[src/rtl/mc_controller_pkg.sv]
// mc_controller_pkg: state, opcode and datapath-select encodings shared by the multicycle controller.
// Revision 1.0
`default_nettype none

package mc_controller_pkg;

  typedef enum logic [3:0] {
    S_FETCH  = 4'd0,
    S_DECODE = 4'd1,
    S_MEMADR = 4'd2,
    S_MEMRD  = 4'd3,
    S_MEMWR  = 4'd4,
    S_MEMWB  = 4'd5,
    S_EXECR  = 4'd6,
    S_EXECI  = 4'd7,
    S_ALUWB  = 4'd8,
    S_BRANCH = 4'd9,
    S_JALR   = 4'd10,
    S_LINK   = 4'd11,
    S_TRAP   = 4'd12
  } state_t;

  localparam logic [6:0] OP_R_TYPE      = 7'b0110011;
  localparam logic [6:0] OP_I_TYPE_CALC = 7'b0010011;
  localparam logic [6:0] OP_I_TYPE_JALR = 7'b1100111;
  localparam logic [6:0] OP_LOAD        = 7'b0000011;
  localparam logic [6:0] OP_STORE       = 7'b0100011;
  localparam logic [6:0] OP_B_TYPE      = 7'b1100011;
  localparam logic [6:0] OP_J_TYPE      = 7'b1101111;

  localparam logic [1:0] SRCA_PC      = 2'd0;
  localparam logic [1:0] SRCA_OLDPC   = 2'd1;
  localparam logic [1:0] SRCA_RS1     = 2'd2;
  localparam logic [1:0] SRCB_RS2     = 2'd0;
  localparam logic [1:0] SRCB_IMM     = 2'd1;
  localparam logic [1:0] SRCB_FOUR    = 2'd2;
  localparam logic [1:0] ALUOP_ADD    = 2'd0;
  localparam logic [1:0] ALUOP_BRANCH = 2'd1;
  localparam logic [1:0] ALUOP_FUNCT  = 2'd2;
  localparam logic [1:0] RES_ALUREG   = 2'd0;
  localparam logic [1:0] RES_MEMDATA  = 2'd1;
  localparam logic [1:0] RES_PC       = 2'd3;
  localparam logic [1:0] PCSRC_ALUOUT = 2'd0;
  localparam logic [1:0] PCSRC_ALUREG = 2'd1;

  // Opcode dispatch out of DECODE; anything unrecognised lands in TRAP.
  function automatic state_t decode_dispatch(input logic [6:0] op);
    case (op)
      OP_R_TYPE:          return S_EXECR;
      OP_I_TYPE_CALC:     return S_EXECI;
      OP_LOAD, OP_STORE:  return S_MEMADR;
      OP_B_TYPE:          return S_BRANCH;
      OP_J_TYPE:          return S_LINK;
      OP_I_TYPE_JALR:     return S_JALR;
      default:            return S_TRAP;
    endcase
  endfunction

endpackage

`default_nettype wire

[src/rtl/mc_controller_if.sv]
// mc_controller_if: instruction/data memory request-acknowledge handshake.
// Revision 1.0
`default_nettype none

interface mc_controller_if;
  logic imemReq;
  logic imemAck;
  logic dmemReq;
  logic dmemWe;
  logic dmemAck;

  modport master (output imemReq, dmemReq, dmemWe, input imemAck, dmemAck);
  modport slave  (input imemReq, dmemReq, dmemWe, output imemAck, dmemAck);
endinterface

`default_nettype wire

[src/rtl/mc_controller.sv]
// mc_controller: multicycle RISC-V control FSM with Moore select outputs and a sticky illegal-opcode trap.
// Revision 1.0
`default_nettype none

module mc_controller
  import mc_controller_pkg::*;
(
  input  logic                   CLK,
  input  logic                   RST_N,
  input  logic [6:0]             op,
  input  logic [2:0]             funct3,
  input  logic                   brCond,
  mc_controller_if.master        mem,
  output logic                   instWrite,
  output logic                   pcWrite,
  output logic                   regWrite,
  output logic                   illegal,
  output logic [3:0]             state,
  output logic [1:0]             aluSrcA,
  output logic [1:0]             aluSrcB,
  output logic [1:0]             aluOp,
  output logic [1:0]             resultSrc,
  output logic [1:0]             pcSrc
);

  state_t r_state;
  state_t w_next;

  // funct3 only steers the downstream ALU decoder, never the sequencing.
  logic w_unused_funct3;
  assign w_unused_funct3 = ^funct3;

  always_comb begin
    w_next = r_state;
    case (r_state)
      S_FETCH:  if (mem.imemAck) w_next = S_DECODE;
      S_DECODE: w_next = decode_dispatch(op);
      S_MEMADR: w_next = (op == OP_STORE) ? S_MEMWR : S_MEMRD;
      S_MEMRD:  if (mem.dmemAck) w_next = S_MEMWB;
      S_MEMWR:  if (mem.dmemAck) w_next = S_FETCH;
      S_MEMWB, S_ALUWB, S_BRANCH, S_LINK: w_next = S_FETCH;
      S_EXECR, S_EXECI: w_next = S_ALUWB;
      S_JALR:   w_next = S_LINK;
      S_TRAP:   w_next = S_TRAP;
      default:  w_next = S_TRAP;
    endcase
  end

  always_ff @(posedge CLK or negedge RST_N) begin
    if (!RST_N) r_state <= S_FETCH;
    else        r_state <= w_next;
  end

  // Gating on RST_N lets an in-flight memory request drop the instant reset asserts.
  always_comb begin
    mem.imemReq = 1'b0;
    mem.dmemReq = 1'b0;
    mem.dmemWe  = 1'b0;
    instWrite   = 1'b0;
    pcWrite     = 1'b0;
    regWrite    = 1'b0;
    illegal     = 1'b0;
    state       = 4'd0;
    aluSrcA     = SRCA_PC;
    aluSrcB     = SRCB_RS2;
    aluOp       = ALUOP_ADD;
    resultSrc   = RES_ALUREG;
    pcSrc       = PCSRC_ALUOUT;
    if (RST_N) begin
      state = r_state;
      case (r_state)
        S_FETCH: begin
          mem.imemReq = 1'b1;
          aluSrcB     = SRCB_FOUR;
          instWrite   = mem.imemAck;
          pcWrite     = mem.imemAck;
        end
        S_DECODE: begin
          aluSrcA = SRCA_OLDPC;
          aluSrcB = SRCB_IMM;
        end
        S_MEMADR, S_JALR: begin
          aluSrcA = SRCA_RS1;
          aluSrcB = SRCB_IMM;
        end
        S_MEMRD: mem.dmemReq = 1'b1;
        S_MEMWR: begin
          mem.dmemReq = 1'b1;
          mem.dmemWe  = 1'b1;
        end
        S_MEMWB: begin
          regWrite  = 1'b1;
          resultSrc = RES_MEMDATA;
        end
        S_EXECR: begin
          aluSrcA = SRCA_RS1;
          aluOp   = ALUOP_FUNCT;
        end
        S_EXECI: begin
          aluSrcA = SRCA_RS1;
          aluSrcB = SRCB_IMM;
          aluOp   = ALUOP_FUNCT;
        end
        S_ALUWB: regWrite = 1'b1;
        S_BRANCH: begin
          aluSrcA = SRCA_RS1;
          aluOp   = ALUOP_BRANCH;
          pcSrc   = PCSRC_ALUREG;
          pcWrite = brCond;
        end
        S_LINK: begin
          regWrite  = 1'b1;
          resultSrc = RES_PC;
          pcSrc     = PCSRC_ALUREG;
          pcWrite   = 1'b1;
        end
        S_TRAP:  illegal = 1'b1;
        default: illegal = 1'b1;
      endcase
    end
  end

endmodule

`default_nettype wire

[src/flat_wrapper.sv]
// flat-port wrapper written by rule: the top's interface ports become plain ports
module mc_controller_flat import mc_controller_pkg::*;
  (CLK, RST_N, op, funct3, brCond, instWrite, pcWrite, regWrite, illegal, state, aluSrcA, aluSrcB, aluOp, resultSrc, pcSrc, mem_imemReq, mem_dmemReq, mem_dmemWe, mem_imemAck, mem_dmemAck);
  mc_controller_if mem_i ();
  input  logic CLK;
  input  logic RST_N;
  input  logic [6:0] op;
  input  logic [2:0] funct3;
  input  logic brCond;
  output logic instWrite;
  output logic pcWrite;
  output logic regWrite;
  output logic illegal;
  output logic [3:0] state;
  output logic [1:0] aluSrcA;
  output logic [1:0] aluSrcB;
  output logic [1:0] aluOp;
  output logic [1:0] resultSrc;
  output logic [1:0] pcSrc;
  output wire logic [$bits(mem_i.imemReq)-1:0] mem_imemReq;
  output wire logic [$bits(mem_i.dmemReq)-1:0] mem_dmemReq;
  output wire logic [$bits(mem_i.dmemWe)-1:0] mem_dmemWe;
  input wire logic [$bits(mem_i.imemAck)-1:0] mem_imemAck;
  input wire logic [$bits(mem_i.dmemAck)-1:0] mem_dmemAck;
  assign mem_imemReq = mem_i.imemReq;
  assign mem_dmemReq = mem_i.dmemReq;
  assign mem_dmemWe = mem_i.dmemWe;
  assign mem_i.imemAck = mem_imemAck;
  assign mem_i.dmemAck = mem_dmemAck;
  mc_controller u_core (.CLK(CLK), .RST_N(RST_N), .op(op), .funct3(funct3), .brCond(brCond), .mem(mem_i), .instWrite(instWrite), .pcWrite(pcWrite), .regWrite(regWrite), .illegal(illegal), .state(state), .aluSrcA(aluSrcA), .aluSrcB(aluSrcB), .aluOp(aluOp), .resultSrc(resultSrc), .pcSrc(pcSrc));
endmodule
[config.mk]
export PLATFORM = sky130hd
export DESIGN_NAME = mc_controller_flat
export DESIGN_NICKNAME = d
export VERILOG_FILES = /design/src/rtl/mc_controller_pkg.sv /design/src/rtl/mc_controller_if.sv /design/src/rtl/mc_controller.sv /design/src/flat_wrapper.sv
export SDC_FILE = /design/constraint.sdc
export NUM_CORES = 1
export LEC_CHECK = 0
export CAP_MARGIN = 25
export CORE_ASPECT_RATIO = 1.25
export CORE_MARGIN = 2
export CORE_UTILIZATION = 35
export DETAILED_ROUTE_END_ITERATION = 10
export PLACE_DENSITY_LB_ADDON = 0.3
export REMOVE_ABC_BUFFERS = 1
export SYNTH_ARGS = -nofsm -noshare
export SYNTH_HDL_FRONTEND = slang
export SYNTH_SLANG_ARGS = --single-unit
[constraint.sdc]
create_clock -name CLK -period 2.1 [get_ports CLK]
set_clock_uncertainty 0.15 [all_clocks]
set_input_delay 0.21 -clock CLK [delete_from_list [all_inputs] [get_ports CLK]]
set_output_delay 0.21 -clock CLK [all_outputs]
set_load 0.005 [all_outputs]
* Yosys cells after proc, flatten, opt, wreduce, memory -nomap -nowiden
Index checks and enable logic that the tools add are counted.
** Word-level totals
- Register bits :: 4
- Output and inout port bits :: 21
** Operators by class
- Equal/unequal tests :: 21
- Mux-type cells :: 31
- Reduce and logical (&&, ||, !) cells :: 11
** Operators with widths (count)
- $pmux W4 S8 :: 1
- $pmux W4 S6 :: 1
- $eq A7 B7 Y1 const B :: 3
- $eq A4 B3 Y1 const B :: 4
- $eq A4 B4 Y1 const B :: 4
- $mux W4 :: 4
- $pmux W2 S2 :: 4
- $eq A7 B6 Y1 const B :: 2
- $mux W1 :: 14
- $reduce_or A12 Y1 :: 1
- $mux W2 :: 5
- $eq A4 B2 Y1 const B :: 2
- $reduce_or A2 Y1 :: 4
- $reduce_or A4 Y1 :: 2
- $eq A7 B2 Y1 const B :: 1
- $eq A7 B5 Y1 const B :: 1
- $ne A2 B2 Y1 const B :: 3
- $reduce_or A5 Y1 :: 1
- $eq A4 B1 Y1 const B :: 1
- $logic_not A4 Y1 :: 1
- $mux W3 :: 1
- $pmux W1 S3 :: 1
- $reduce_and A3 Y1 :: 1
- $reduce_or A3 Y1 :: 1

* Logic depth before layout (Yosys ltp)
- Depth in word-level cells :: 4
- Gate-level depth with buffers :: 5
- Mapped depth without buffers :: 4

* Least setup slack after synthesis
No wires, ideal clock.
- Kind :: flip-flop to output port
- Start point :: register u_core.r_state[0]
- End point :: output pcWrite
- Arrival time :: 1.245 ns
- Required time :: 1.740 ns
- Setup slack :: 0.495 ns
- Stages on the path, launching flop included :: 6
- Path through :: dfrtp_1 buf_2 nor2_1 and3_1 nor2_1 a211oi_1
** On the way
- Longest elaborated chain between the ends :: 3
** Ends and longest elaborated chain
- from (decl) :: line mc_controller.sv:26 : state_t r_state;
- from (signal assigned) :: line mc_controller.sv:51 : else r_state <= w_next;
- $eq A4 B4 Y1 or $logic_not A4 Y1 (tied branches) :: line mc_controller.sv:71 : case (r_state)
- $pmux W1 S3 (*) :: line mc_controller.sv:71
- $mux W1 (*) :: line mc_controller.sv:69 : if (RST_N) begin
- to (decl) :: line flat_wrapper.sv:11 : output logic pcWrite;
Mark *: on every way between the ends. The rest lies on a longest branch, timed or not.

* Worst setup path in the final report
- Start point :: register u_core.r_state[3]
- End point :: output mem_dmemWe
** On the way
- Longest elaborated chain between the ends :: 3
** Ends and longest elaborated chain
- $eq A4 B3 Y1 :: line mc_controller.sv:71
- $mux W1 :: line mc_controller.sv:71
- $mux W1 :: line mc_controller.sv:69
- to (decl) :: line flat_wrapper.sv:22 : output wire logic [$bits(mem_i.dmemWe)-1:0] mem_dmemWe;
Every way passes these cells.

==> summary.md <==
| Metric | Value |
|---|---|
| Outcome | `finished clean` |
| Max cap viols | `0` |
| # DRC | `0` |
| WL per Instance | `around 12 um` |
| Gpl congestion | `0.836` |
| Tcrit/Tclk final | `0.979` |
| YS warnings | `0` |
| Multi-input logic area | `around 480 um^2` |
| Global-route wire length before repair | `2930 um` |
| Die area | `0.00213 mm^2` |
| Netlist Area Pre-Place | `621 um^2` |
| Most common cell in the netlist | `nand2_1` |
| Final Cell Area | `~0.0011 mm^2` |
| Sequential cell area | `100 um^2` |
| Post-synth top cells | `10 x nand2_1, 9 x and2_1, 6 x nor2b_1` |
| Fin util | `0.648` |
| Hold Vio Cnt, Final | `0` |
| Flops & latches, synth | `4` |
| Number of flip-flops in the largest register | `4` |
| Initial detailed-routing violation count | `16` |
| Kind of critical path | `register to output port` |
| Met1 wire length | `752 um` |
| CTS tree | `yes` |
| Setup crit start kind | `register` |
| Total power divided by cell area | `between 800 and 900 mW/mm^2` |
| Routed met3 length | `~93 um` |
| Die H | `around 51 um` |
| Post-synth EDFFs | `0` |
| NumNets Final | `approximately 150` |
| I/O pins | `36` |
| Total Routing Usage GR | `0.167` |
| R2R depth | `6` |
| Top flop regs | `u_core.r_state (4)` |
| Via/cell ratio | `~5.3` |
| Post-Synthesis Cells | `between 90 and 100` |
| FMAX | `486 MHz` |
| Met2 routed WL | `1040 um` |
| Setup violators final | `0` |
| Root buffer cell | `clkbuf_4` |
| Sequential share of the synthesized area | `0.161` |
| Tmin final | `2060 ps` |
| Fillcell total | `roughly 150` |
| Synth unique cells | `42` |
| WP data required | `about 1700 ps` |
| Number of diodes | `0` |
| Initial antenna violation count | `0` |
| Die width | `roughly 42 um` |
| Reg2Reg Launch Point | `u_core.r_state[1]` |
| PortBufs | `31` |
| Leak pwr | `0.000545 uW` |
| Vias in the first global route | `between 700 and 800` |
| Top post-synthesis cells by area | `dfrtp_1 16%, and2_1 9.1%, nand2_1 6.0%, nor2b_1 6.0%, and3_1 5.0%` |
| Post-synth top flop | `dfrtp_1` |
| Routed Antenna Nets | `0` |
| Synth async-reset ratio | `1.00` |
| GRT overflow | `0` |
| Core area | `between 0.0015 and 0.002 mm^2` |
| Top-area cell type share of the netlist area | `0.161` |
| Area Growth Syn to Fin | `79.8%` |
| Dominant cell type by area after synthesis | `dfrtp_1` |
| Vias | `828` |
| Reg2reg setup slack | `between 300 and 400 ps` |
| Max-slew violations | `0` |
| Worst-Skew Late Latency | `~220 ps` |
| Crit end category | `output port` |
| Biggest register | `u_core.r_state` |
| Router iterations before antenna repair | `4` |
| Layout cell share with drive strength beyond 1 | `0.263` |
| Min-delay worst type | `input port to async pin` |
| Critical path arrival | `1700 ps` |
| Maximum VDD drop | `between 0.0003 and 0.0004 V` |
| DR top layer | `met4` |
| RR Endpoint | `u_core.r_state[2]` |
| Largest net degree at the start of global routing | `15` |
| H-tree depth | `1` |
| Core Rows | `17` |
| Maximum fanout along the worst path | `5` |
| Num CTS Buffers | `3` |
| DRT Wirelength | `between 1500 and 2000 um` |
| Final HPWL DP | `between 1000 and 1500 um` |
| Avg Inst Size Synth | `a little under 7 um^2` |
| CTS Hold Buffers Added | `0` |
| Clock sinks | `4` |
| Starting Density | `0.360` |
| Max clock buf depth | `2` |
| Placed instance area | `between 0.001 and 0.0015 mm^2` |
| CTS clk-pin slew, worst paths | `approximately 30 ps` |
[cells in the final DEF, fill, tap and decap left out, drive strengths merged]
master / netlist / layout
nor2: 6 / 6
o32ai: 1 / 1
or3b: 1 / 1
inv: 3 / 3
o32a: 1 / 1
dlymetal6s2s: 0 / 2
o31ai: 2 / 2
or3: 1 / 1
dfrtp: 4 / 4
o31a: 1 / 1
nor4: 1 / 1
clkbuf: 4 / 4
or4: 1 / 1
and3b: 1 / 1
and2: 9 / 9
conb: 1 / 1
nand4: 1 / 1
a22oi: 1 / 1
o22ai: 1 / 1
a21boi: 2 / 2
o21ai: 5 / 5
nor2b: 7 / 7
a211oi: 1 / 1
and3: 5 / 5
nand3b: 1 / 1
a21oi: 2 / 2
buf: 5 / 21
nor3: 4 / 4
o221ai: 1 / 1
clkdlybuf4s50: 0 / 18
dlygate4sd2: 0 / 10
nand2: 11 / 11
nand4bb: 1 / 1
o211ai: 2 / 2
a32oi: 1 / 1
a31oi: 1 / 1
nand2b: 2 / 2
[worst max-delay path by stage]
stage | slack (ps) | start | to
2_1_floorplan | 410 | u_core.r_state[1] | regWrite
4_1_cts | 6 | u_core.r_state[3] | mem_imemReq
6_report | 40 | u_core.r_state[3] | mem_dmemWe
3_3_place_gp | -30 | RST_N | pcWrite
3_5_place_dp | -40 | RST_N | pcWrite
5_1_grt | -20 | u_core.r_state[3] | mem_dmemWe
[per-stage QoR]
stage | power, uW | setup TNS, ps | hold WS (ps) | instances | setup WS (ps)
after floorplan | 416 | 0 | -236 | 82 | 411
after global placement | 760 | -33.8 | 473 | 147 | -33.8
after detailed placement | 770 | -35.8 | 475 | 147 | -35.8
after CTS | 900 | 0 | 250 | 152 | 5.70
after global routing | 1020 | -24.0 | 377 | 156 | -24.0
final | 937 | 0 | 361 | 156 | 43.2
[report_power, final]
part	internal (uW)	switching (uW)
Combinational	395	318
Sequential	103	32.6
Clock	63.4	24.6
Total	561	375
[cell type report]
| type | count | area share |
|---|---|---|
| clock buffers | 3 | 0.0202 |
| flip-flops and latches | 4 | 0.0897 |
| multi-input cells | 75 | 0.430 |
| repair buffers | 52 | 0.428 |
| inverters | 3 | 0.0101 |
| well taps | 19 | 0.0213 |
[worst max-delay path, stage by stage (launching register included)]
cell             delay [ps]
dfrtp_1                 410
buf_4                   160
nor2b_2                 210
and3_1                  200
clkdlybuf4s50_1         500
[cells by family after synthesis]
| logic type | Yosys count | share of synthesized area |
|---|---|---|
| buffers and inverters | 12 | 0.107 |
| other | 1 | 0.00604 |
| DFF | 4 | 0.161 |
| AOI/OAI and AO/OA | 22 | 0.246 |
| and+or+nand+nor | 52 | 0.480 |
[routing by layer]
metal,vias up,track usage
met3,2,0.00353
met2,29,0.341
met4,0,0.0430
met1,376,0.185
li1,421,-
met5,-,0
[timing repair]
action                     CTS  global route
setup endpoints to repair   11             7
buffers inserted             2             5
resized for setup           20             9
pin swaps                    2             0
gates cloned                 0             0
(Power assumes the default switching activity.)
